`src/rtl/usb_tx_sequencer_if.sv`:
```
// Handshake bundle between the packet source, payload buffer, serializer and the sequencer.
// master is the surrounding system side; slave is the sequencer.
interface usb_tx_sequencer_if;
  logic       pkt_start;
  logic [3:0] pkt_pid;
  logic       pkt_has_data;
  logic [6:0] pkt_len;
  logic       pkt_ready;
  logic       pkt_done;
  logic       pkt_err;
  logic [7:0] pld_data;
  logic       pld_valid;
  logic       pld_ready;
  logic [7:0] ser_byte;
  logic       ser_valid;
  logic       ser_ready;
  logic       ser_last;
  logic       eop_req;

  modport master (
    output pkt_start, pkt_pid, pkt_has_data, pkt_len, pld_data, pld_valid, ser_ready, ser_last,
    input  pkt_ready, pkt_done, pkt_err, pld_ready, ser_byte, ser_valid, eop_req
  );

  modport slave (
    input  pkt_start, pkt_pid, pkt_has_data, pkt_len, pld_data, pld_valid, ser_ready, ser_last,
    output pkt_ready, pkt_done, pkt_err, pld_ready, ser_byte, ser_valid, eop_req
  );
endinterface

```
`src/rtl/usb_tx_sequencer.sv`:
```
// USB packet transmit sequencer: feeds SYNC, PID, payload and CRC16 to a byte serializer,
// waits for the last bit to leave, requests EOP and enforces the inter-packet gap.
module usb_tx_sequencer #(
  parameter int MAX_PAYLOAD = 64,
  parameter int IFG_CYCLES  = 4
) (
  input logic               clk,
  input logic               rst,
  usb_tx_sequencer_if.slave bus
);
  typedef enum logic [3:0] {IDLE, SYNC, PID, DATA, CRC_LO, CRC_HI, DRAIN, EOP, GAP} state_t;

  localparam logic [6:0] LEN_MAX  = 7'(MAX_PAYLOAD);
  localparam logic [7:0] GAP_LAST = 8'(IFG_CYCLES - 1);

  state_t      state, state_next;
  logic [3:0]  pid;
  logic        has_data;
  logic [6:0]  len;
  logic [6:0]  byte_cnt;
  logic [15:0] crc;
  logic [7:0]  last_cnt;
  logic [7:0]  last_total;
  logic [7:0]  gap_cnt;
  logic [7:0]  gap_next;
  logic        err_q, done_q, eop_q;
  logic        accept, reject, pld_xfer, in_packet;
  logic [7:0]  ser_byte;
  logic        ser_valid, pld_ready, pkt_ready;

  // CRC-16/USB register update for one byte, bits consumed LSB first.
  function automatic logic [15:0] crc16_step(input logic [15:0] c, input logic [7:0] d);
    logic [15:0] r;
    r = c ^ {8'h00, d};
    for (int i = 0; i < 8; i++) begin
      r = r[0] ? ((r >> 1) ^ 16'hA001) : (r >> 1);
    end
    return r;
  endfunction

  // SYNC and PID always go out; data packets add payload plus two CRC bytes.
  assign last_total = has_data ? (8'd4 + {1'b0, len}) : 8'd2;
  assign gap_next   = (state == GAP) ? gap_cnt + 8'd1 : 8'd0;
  assign in_packet  = state inside {SYNC, PID, DATA, CRC_LO, CRC_HI, DRAIN};

  always_ff @(posedge clk) begin
    if (rst) state <= IDLE;
    else     state <= state_next;
  end

  always_comb begin
    state_next = state;
    ser_byte   = 8'h00;
    ser_valid  = 1'b0;
    pld_ready  = 1'b0;
    pkt_ready  = 1'b0;
    accept     = 1'b0;
    reject     = 1'b0;
    pld_xfer   = 1'b0;
    if (!rst) begin
      unique case (state)
        IDLE: begin
          pkt_ready = 1'b1;
          if (bus.pkt_start) begin
            if (bus.pkt_has_data && (bus.pkt_len > LEN_MAX)) begin
              reject = 1'b1;
            end else begin
              accept     = 1'b1;
              state_next = SYNC;
            end
          end
        end
        SYNC: begin
          ser_byte  = 8'h80;
          ser_valid = 1'b1;
          if (bus.ser_ready) state_next = PID;
        end
        PID: begin
          ser_byte  = {~pid, pid};
          ser_valid = 1'b1;
          if (bus.ser_ready) begin
            if (!has_data)        state_next = DRAIN;
            else if (len == 7'd0) state_next = CRC_LO;
            else                  state_next = DATA;
          end
        end
        DATA: begin
          ser_byte  = bus.pld_data;
          ser_valid = bus.pld_valid;
          pld_ready = bus.ser_ready;
          pld_xfer  = bus.pld_valid & bus.ser_ready;
          if (pld_xfer && (byte_cnt + 7'd1 == len)) state_next = CRC_LO;
        end
        CRC_LO: begin
          ser_byte  = ~crc[7:0];
          ser_valid = 1'b1;
          if (bus.ser_ready) state_next = CRC_HI;
        end
        CRC_HI: begin
          ser_byte  = ~crc[15:8];
          ser_valid = 1'b1;
          if (bus.ser_ready) state_next = DRAIN;
        end
        DRAIN: if (last_cnt == last_total) state_next = EOP;
        EOP:   state_next = GAP;
        GAP:   if (gap_cnt == GAP_LAST) state_next = IDLE;
        default: state_next = IDLE;
      endcase
    end
  end

  // Request latching, payload CRC, ser_last accounting and the registered pulses.
  always_ff @(posedge clk) begin
    if (rst) begin
      pid      <= '0;
      has_data <= 1'b0;
      len      <= '0;
      byte_cnt <= '0;
      crc      <= 16'hFFFF;
      last_cnt <= '0;
      gap_cnt  <= '0;
      err_q    <= 1'b0;
      done_q   <= 1'b0;
      eop_q    <= 1'b0;
    end else begin
      err_q   <= reject;
      eop_q   <= (state_next == EOP);
      done_q  <= (state_next == GAP) && (gap_next == GAP_LAST);
      gap_cnt <= gap_next;
      if (accept) begin
        pid      <= bus.pkt_pid;
        has_data <= bus.pkt_has_data;
        len      <= bus.pkt_len;
        byte_cnt <= '0;
        crc      <= 16'hFFFF;
        last_cnt <= '0;
      end else begin
        if (pld_xfer) begin
          byte_cnt <= byte_cnt + 7'd1;
          crc      <= crc16_step(crc, bus.pld_data);
        end
        if (in_packet && bus.ser_last && (last_cnt != 8'hFF)) last_cnt <= last_cnt + 8'd1;
      end
    end
  end

  assign bus.pkt_ready = pkt_ready;
  assign bus.ser_byte  = ser_byte;
  assign bus.ser_valid = ser_valid;
  assign bus.pld_ready = pld_ready;
  assign bus.pkt_err   = err_q & ~rst;
  assign bus.pkt_done  = done_q & ~rst;
  assign bus.eop_req   = eop_q & ~rst;
endmodule
```
`src/flat_wrapper.sv`:
```
// flat-port wrapper written by rule: the top's interface ports become plain ports
module usb_tx_sequencer_flat 
#(
  parameter int MAX_PAYLOAD = 64,
  parameter int IFG_CYCLES  = 4
)
  (clk, rst, bus_pkt_start, bus_pkt_pid, bus_pkt_has_data, bus_pkt_len, bus_pld_data, bus_pld_valid, bus_ser_ready, bus_ser_last, bus_pkt_ready, bus_pkt_done, bus_pkt_err, bus_pld_ready, bus_ser_byte, bus_ser_valid, bus_eop_req);
  usb_tx_sequencer_if bus_i ();
  input logic clk;
  input logic rst;
  input wire logic [$bits(bus_i.pkt_start)-1:0] bus_pkt_start;
  input wire logic [$bits(bus_i.pkt_pid)-1:0] bus_pkt_pid;
  input wire logic [$bits(bus_i.pkt_has_data)-1:0] bus_pkt_has_data;
  input wire logic [$bits(bus_i.pkt_len)-1:0] bus_pkt_len;
  input wire logic [$bits(bus_i.pld_data)-1:0] bus_pld_data;
  input wire logic [$bits(bus_i.pld_valid)-1:0] bus_pld_valid;
  input wire logic [$bits(bus_i.ser_ready)-1:0] bus_ser_ready;
  input wire logic [$bits(bus_i.ser_last)-1:0] bus_ser_last;
  output wire logic [$bits(bus_i.pkt_ready)-1:0] bus_pkt_ready;
  output wire logic [$bits(bus_i.pkt_done)-1:0] bus_pkt_done;
  output wire logic [$bits(bus_i.pkt_err)-1:0] bus_pkt_err;
  output wire logic [$bits(bus_i.pld_ready)-1:0] bus_pld_ready;
  output wire logic [$bits(bus_i.ser_byte)-1:0] bus_ser_byte;
  output wire logic [$bits(bus_i.ser_valid)-1:0] bus_ser_valid;
  output wire logic [$bits(bus_i.eop_req)-1:0] bus_eop_req;
  assign bus_i.pkt_start = bus_pkt_start;
  assign bus_i.pkt_pid = bus_pkt_pid;
  assign bus_i.pkt_has_data = bus_pkt_has_data;
  assign bus_i.pkt_len = bus_pkt_len;
  assign bus_i.pld_data = bus_pld_data;
  assign bus_i.pld_valid = bus_pld_valid;
  assign bus_i.ser_ready = bus_ser_ready;
  assign bus_i.ser_last = bus_ser_last;
  assign bus_pkt_ready = bus_i.pkt_ready;
  assign bus_pkt_done = bus_i.pkt_done;
  assign bus_pkt_err = bus_i.pkt_err;
  assign bus_pld_ready = bus_i.pld_ready;
  assign bus_ser_byte = bus_i.ser_byte;
  assign bus_ser_valid = bus_i.ser_valid;
  assign bus_eop_req = bus_i.eop_req;
  usb_tx_sequencer #(.MAX_PAYLOAD(MAX_PAYLOAD), .IFG_CYCLES(IFG_CYCLES)) u_core (.clk(clk), .rst(rst), .bus(bus_i));
endmodule
```
`config.mk`:
```
export PLATFORM = sky130hd
export DESIGN_NAME = usb_tx_sequencer_flat
export DESIGN_NICKNAME = d
export VERILOG_FILES = /design/src/rtl/usb_tx_sequencer_if.sv /design/src/rtl/usb_tx_sequencer.sv /design/src/flat_wrapper.sv
export SDC_FILE = /design/constraint.sdc
export NUM_CORES = 1
export LEC_CHECK = 0
export BUFFER_PORTS_ARGS = -buffer_cell sky130_fd_sc_hd__buf_2
export CAP_MARGIN = 40
export CELL_PAD_IN_SITES_DETAIL_PLACEMENT = 0
export CELL_PAD_IN_SITES_GLOBAL_PLACEMENT = 2
export CORE_AREA = 2 2 102 104
export CTS_CLUSTER_DIAMETER = 120
export DETAILED_ROUTE_END_ITERATION = 16
export DIE_AREA = 0 0 104 106
export PLACE_DENSITY_LB_ADDON = 0.1
export SETUP_SLACK_MARGIN = 0.02
export SLEW_MARGIN = 25
export SYNTH_ARGS = -nofsm -noshare
export SYNTH_HDL_FRONTEND = slang
export SYNTH_SLANG_ARGS = --single-unit
```
`constraint.sdc`:
```
create_clock -name clk -period 2.5 [get_ports clk]
set_input_delay 0.5 -clock clk [delete_from_list [all_inputs] [get_ports clk]]
set_output_delay 0.5 -clock clk [all_outputs]
set_load 0.01 [all_outputs]
```
==> metrics.md <==
| Metric | Value |
|---|---|
| Hold-critical path depth | 3 |
| Die W | 104 microns |
| Layout area overhead | 18.2% |
| Worst Path Buf+Inv | 1 |
| Grt ovf | 0 |
| R2R Setup Slk | 0.35 ns |
| Mapped Cells | 425 |
| Post-CTS Hold Buffers | 0 |
| DP Worst Slack | 0.186 ns |
| DR iter-0 viols | 117 |
| Critical-path cell list | or4_4, o221ai_1, o21a_1, buf_2 |
| Vias after detailed routing | 3085 |
| Maxcap violations | 0 |
| Layout cell share with drive strength beyond 1 | 0.197 |
| Hold Startpoint | bus_pkt_len[0] |
| Layout Skew | 0.0134 ns |
| Htree depth | 3 |
| Peak supply drop | 0.000204 V |
| Post-Synth Simple-Gate Area | 0.260 |
| Number of port buffers | 39 |
| Avg Synthesized Cell Area | 8.05 sq um |
| CTS sink cnt | 58 |
| Pin count of the biggest net entering global routing | 20 |
| Die area | 11000 sq um |
| Fill count | 1085 |
| # setup viols final | 0 |
| Cell family with most CP delay | simple AND/OR/NAND/NOR gates |
| Nature of the critical path startpoint | register |
| Arrival @ worst endpoint | 1.90 ns |
| First-pass iteration count of the detailed router | 4 |
| Final ANT Viol Nets | 0 |
| CP endpoint kind | output pin |
| Seq/Total Area, Yosys | 0.340 |
| Ports | 40 |
| Setup CP Type | register to output pin |
| Row Count | 37 |
| Main synth FF type | dfxtp_1 |
| Synth warn | 0 |
| Most frequent cells in the layout | dfxtp_1 (57), nand2_1 (55), nor2_1 (47) |
| Ys async rst share | 0 |
| Slew headroom | 0.611 |
| R2r startpoint | u_core.len[2]$_SDFFE_PP0P_ |
| Commonest non-fill, non-tap cell in the layout | dfxtp_1 |
| Static leakage | 0.00163 uW |
| CP max stage delay | 0.64 ns |
| ANT cells | 0 |
| Setup bufs post-CTS | 0 |
| Area occupied by multi-input gates | 2100 sq um |
| Pwr Density | 528 nW/um^2 |
| Hold Vio Cnt, Final | 0 |
| Final WS setup | 0.101 ns |
| Clock root cell | clkbuf_8 |
| Global Route Usage Sum | 0.177 |
| Fmax | 417 MHz |
| Compound-Gate Fraction of Synth Area | 0.151 |
| Crit-path slowest cell | or4_4 |
| Mux share of post-synthesis cell area | 0.0176 |
| WL per Instance | 15.2 microns |
| Final TNS setup | 0 ns |
| Starting Density | 0.342 |
| Tightest Pin Transition | 0.580 ns |
| Die height | 106 microns |
| Reg2Reg Depth | 8 |
| Status | finished clean |
| Area share of fa/ha/maj cells after synthesis | 0.0183 |
| Worst-path maximum fanout | 13 |
| Post-synthesis register bit count | 58 |
| Slew Viols, Final | 0 |
| DP HPWL | 7040 microns |
| Reg2reg end | u_core.state[0]$_SDFF_PP0_ |
| Routed wire length | 9380 microns |
| Post-synthesis cell area | 3420 sq um |
| Core ar. | 10000 sq um |
| RSZ-0062 raised after global routing | no |
| Post-synth EDFFs | 0 |
| First-pass GRT wire length | 15500 microns |
| Worst hold path class | input pin to register |
| Total CTS buffers | 9 |
| Period minus WS final | 2.40 ns |
| Fin nets | 508 |
| Initial antenna violation count | 0 |
| Worst Hold Endpoint | u_core.len[0]$_SDFFE_PP0P_ |
| Drc violations | 0 |
| Reg area | 1160 sq um |
| Clk_lat worst skew | 0.34 ns |
| CTS tree | yes |
| Post-synthesis xor/xnor area fraction | 0.164 |
| RePlAce Congestion | 0.765 |
| Register clock-pin slew on the reported worst setup and hold paths | 0.08 ns |
| Critical Path RT | 2.00 ns |
| Largest family of logic cells by synthesized area | simple AND/OR/NAND/NOR gates |
| Net Count, Synth | 456 |
| Routed vias/inst | 4.99 |
| CTS Buffer Depth | 2 |
| Vias in the first global route | 3073 |
| Synth cell types | 59 |
| Fin crit share | 0.960 |
## tightest hold or removal path: cells and delay by family
kind            cells  cell delay, ns
simple gates        1            0.05
buf+inv             1            0.10
compound gates      1            0.05
## worst max path at each step
stage,start,cells after the start,end
detailed placement,bus_pkt_len[3],8,u_core.crc[8]$_SDFFE_PP1P_
CTS,u_core.state[2]$_SDFF_PP0_,8,bus_ser_byte[0]
finish,u_core.state[1]$_SDFF_PP0_,4,bus_ser_byte[7]
floorplan,bus_pkt_len[3],7,u_core.pid[2]$_SDFFE_PP0P_
global placement,bus_pkt_len[4],7,u_core.crc[8]$_SDFFE_PP1P_
global route,u_core.state[2]$_SDFF_PP0_,8,bus_ser_byte[3]
## where the power goes
group / leakage [uW] / internal (uW) / switching, uW
Combinational: 0.00107 / 168 / 203
Clock: 0.0000851 / 381 / 401
Sequential: 0.000470 / 947 / 32.1
## area by class of cell
type | count | area share
Tap cell | 136 | 0.0421
Sequential cell | 58 | 0.288
Clock buffer | 11 | 0.0350
Inverter | 12 | 0.0111
Clock inverter | 5 | 0.00743
Multi-Input combinational cell | 331 | 0.520
Timing Repair Buffer | 65 | 0.0966
## registers in the layout (all words and copies together) (netlist names)
signal	count
u_core.byte_cnt	7
u_core.crc	16
u_core.done_q	1
u_core.eop_q	1
u_core.err_q	1
u_core.gap_cnt	8
u_core.has_data	1
u_core.last_cnt	8
u_core.len	7
u_core.pid	4
u_core.state	4
## cell usage after synthesis, drive strengths merged, types with 2 or more instances
master   count  area [sq um]
a21oi       23           119
o22ai        4          25.0
inv         12          45.0
o21ai       16          83.8
and2         6          37.5
or2          2          12.5
nand3       24           120
mux2i        6          60.1
xor2        21           184
nand2b       2          12.5
nand2       56           213
or3          2          12.5
nor4         2          27.5
and3         6          37.5
nand4        8          50.1
or4          3          22.5
o21a         4          30.0
a2111oi      2          18.8
clkbuf      12          45.0
nor2b        4          25.0
o31ai        2          15.0
nor2        49           194
buf         12          80.1
xnor3        2          46.3
nor3        14          81.3
o211ai       9          67.6
xnor2       34           305
nor4b        2          17.5
o221ai       5          43.8
dfxtp       58          1160
ha           5          62.6
a31oi        4          25.0
## through the flow
step	power (uW)	util	cell area, sq um	cells	hold slack [ns]
2_1_floorplan	1240	-	3420	425	0.427
3_3_place_gp	1370	0.385	3850	601	0.447
3_5_place_dp	1370	0.386	3860	602	0.457
4_1_cts	2160	0.404	4040	618	0.383
5_1_grt	2250	0.404	4040	618	0.402
6_report	2130	0.404	4040	618	0.395
## what timing repair did
item,CTS,global route
hold endpoints to repair,0,0
gates resized for setup,3,1
endpoints found under the setup margin,9,3
## layer usage
metal  track usage  wire, microns  vias up
met4        0.0521            116        0
li1              -              -     1578
met2         0.295           4340       49
met3        0.0343            289       10
met5             0              0        -
met1         0.232           4640     1448
## cell families after synthesis
kind of cell	count (synthesis)
xor+xnor	58
simple gates	183
mux	6
fa+ha+maj	5
buf+inv	36
compound gates	79
flops	58
Power figures use the tool's default switching activity.
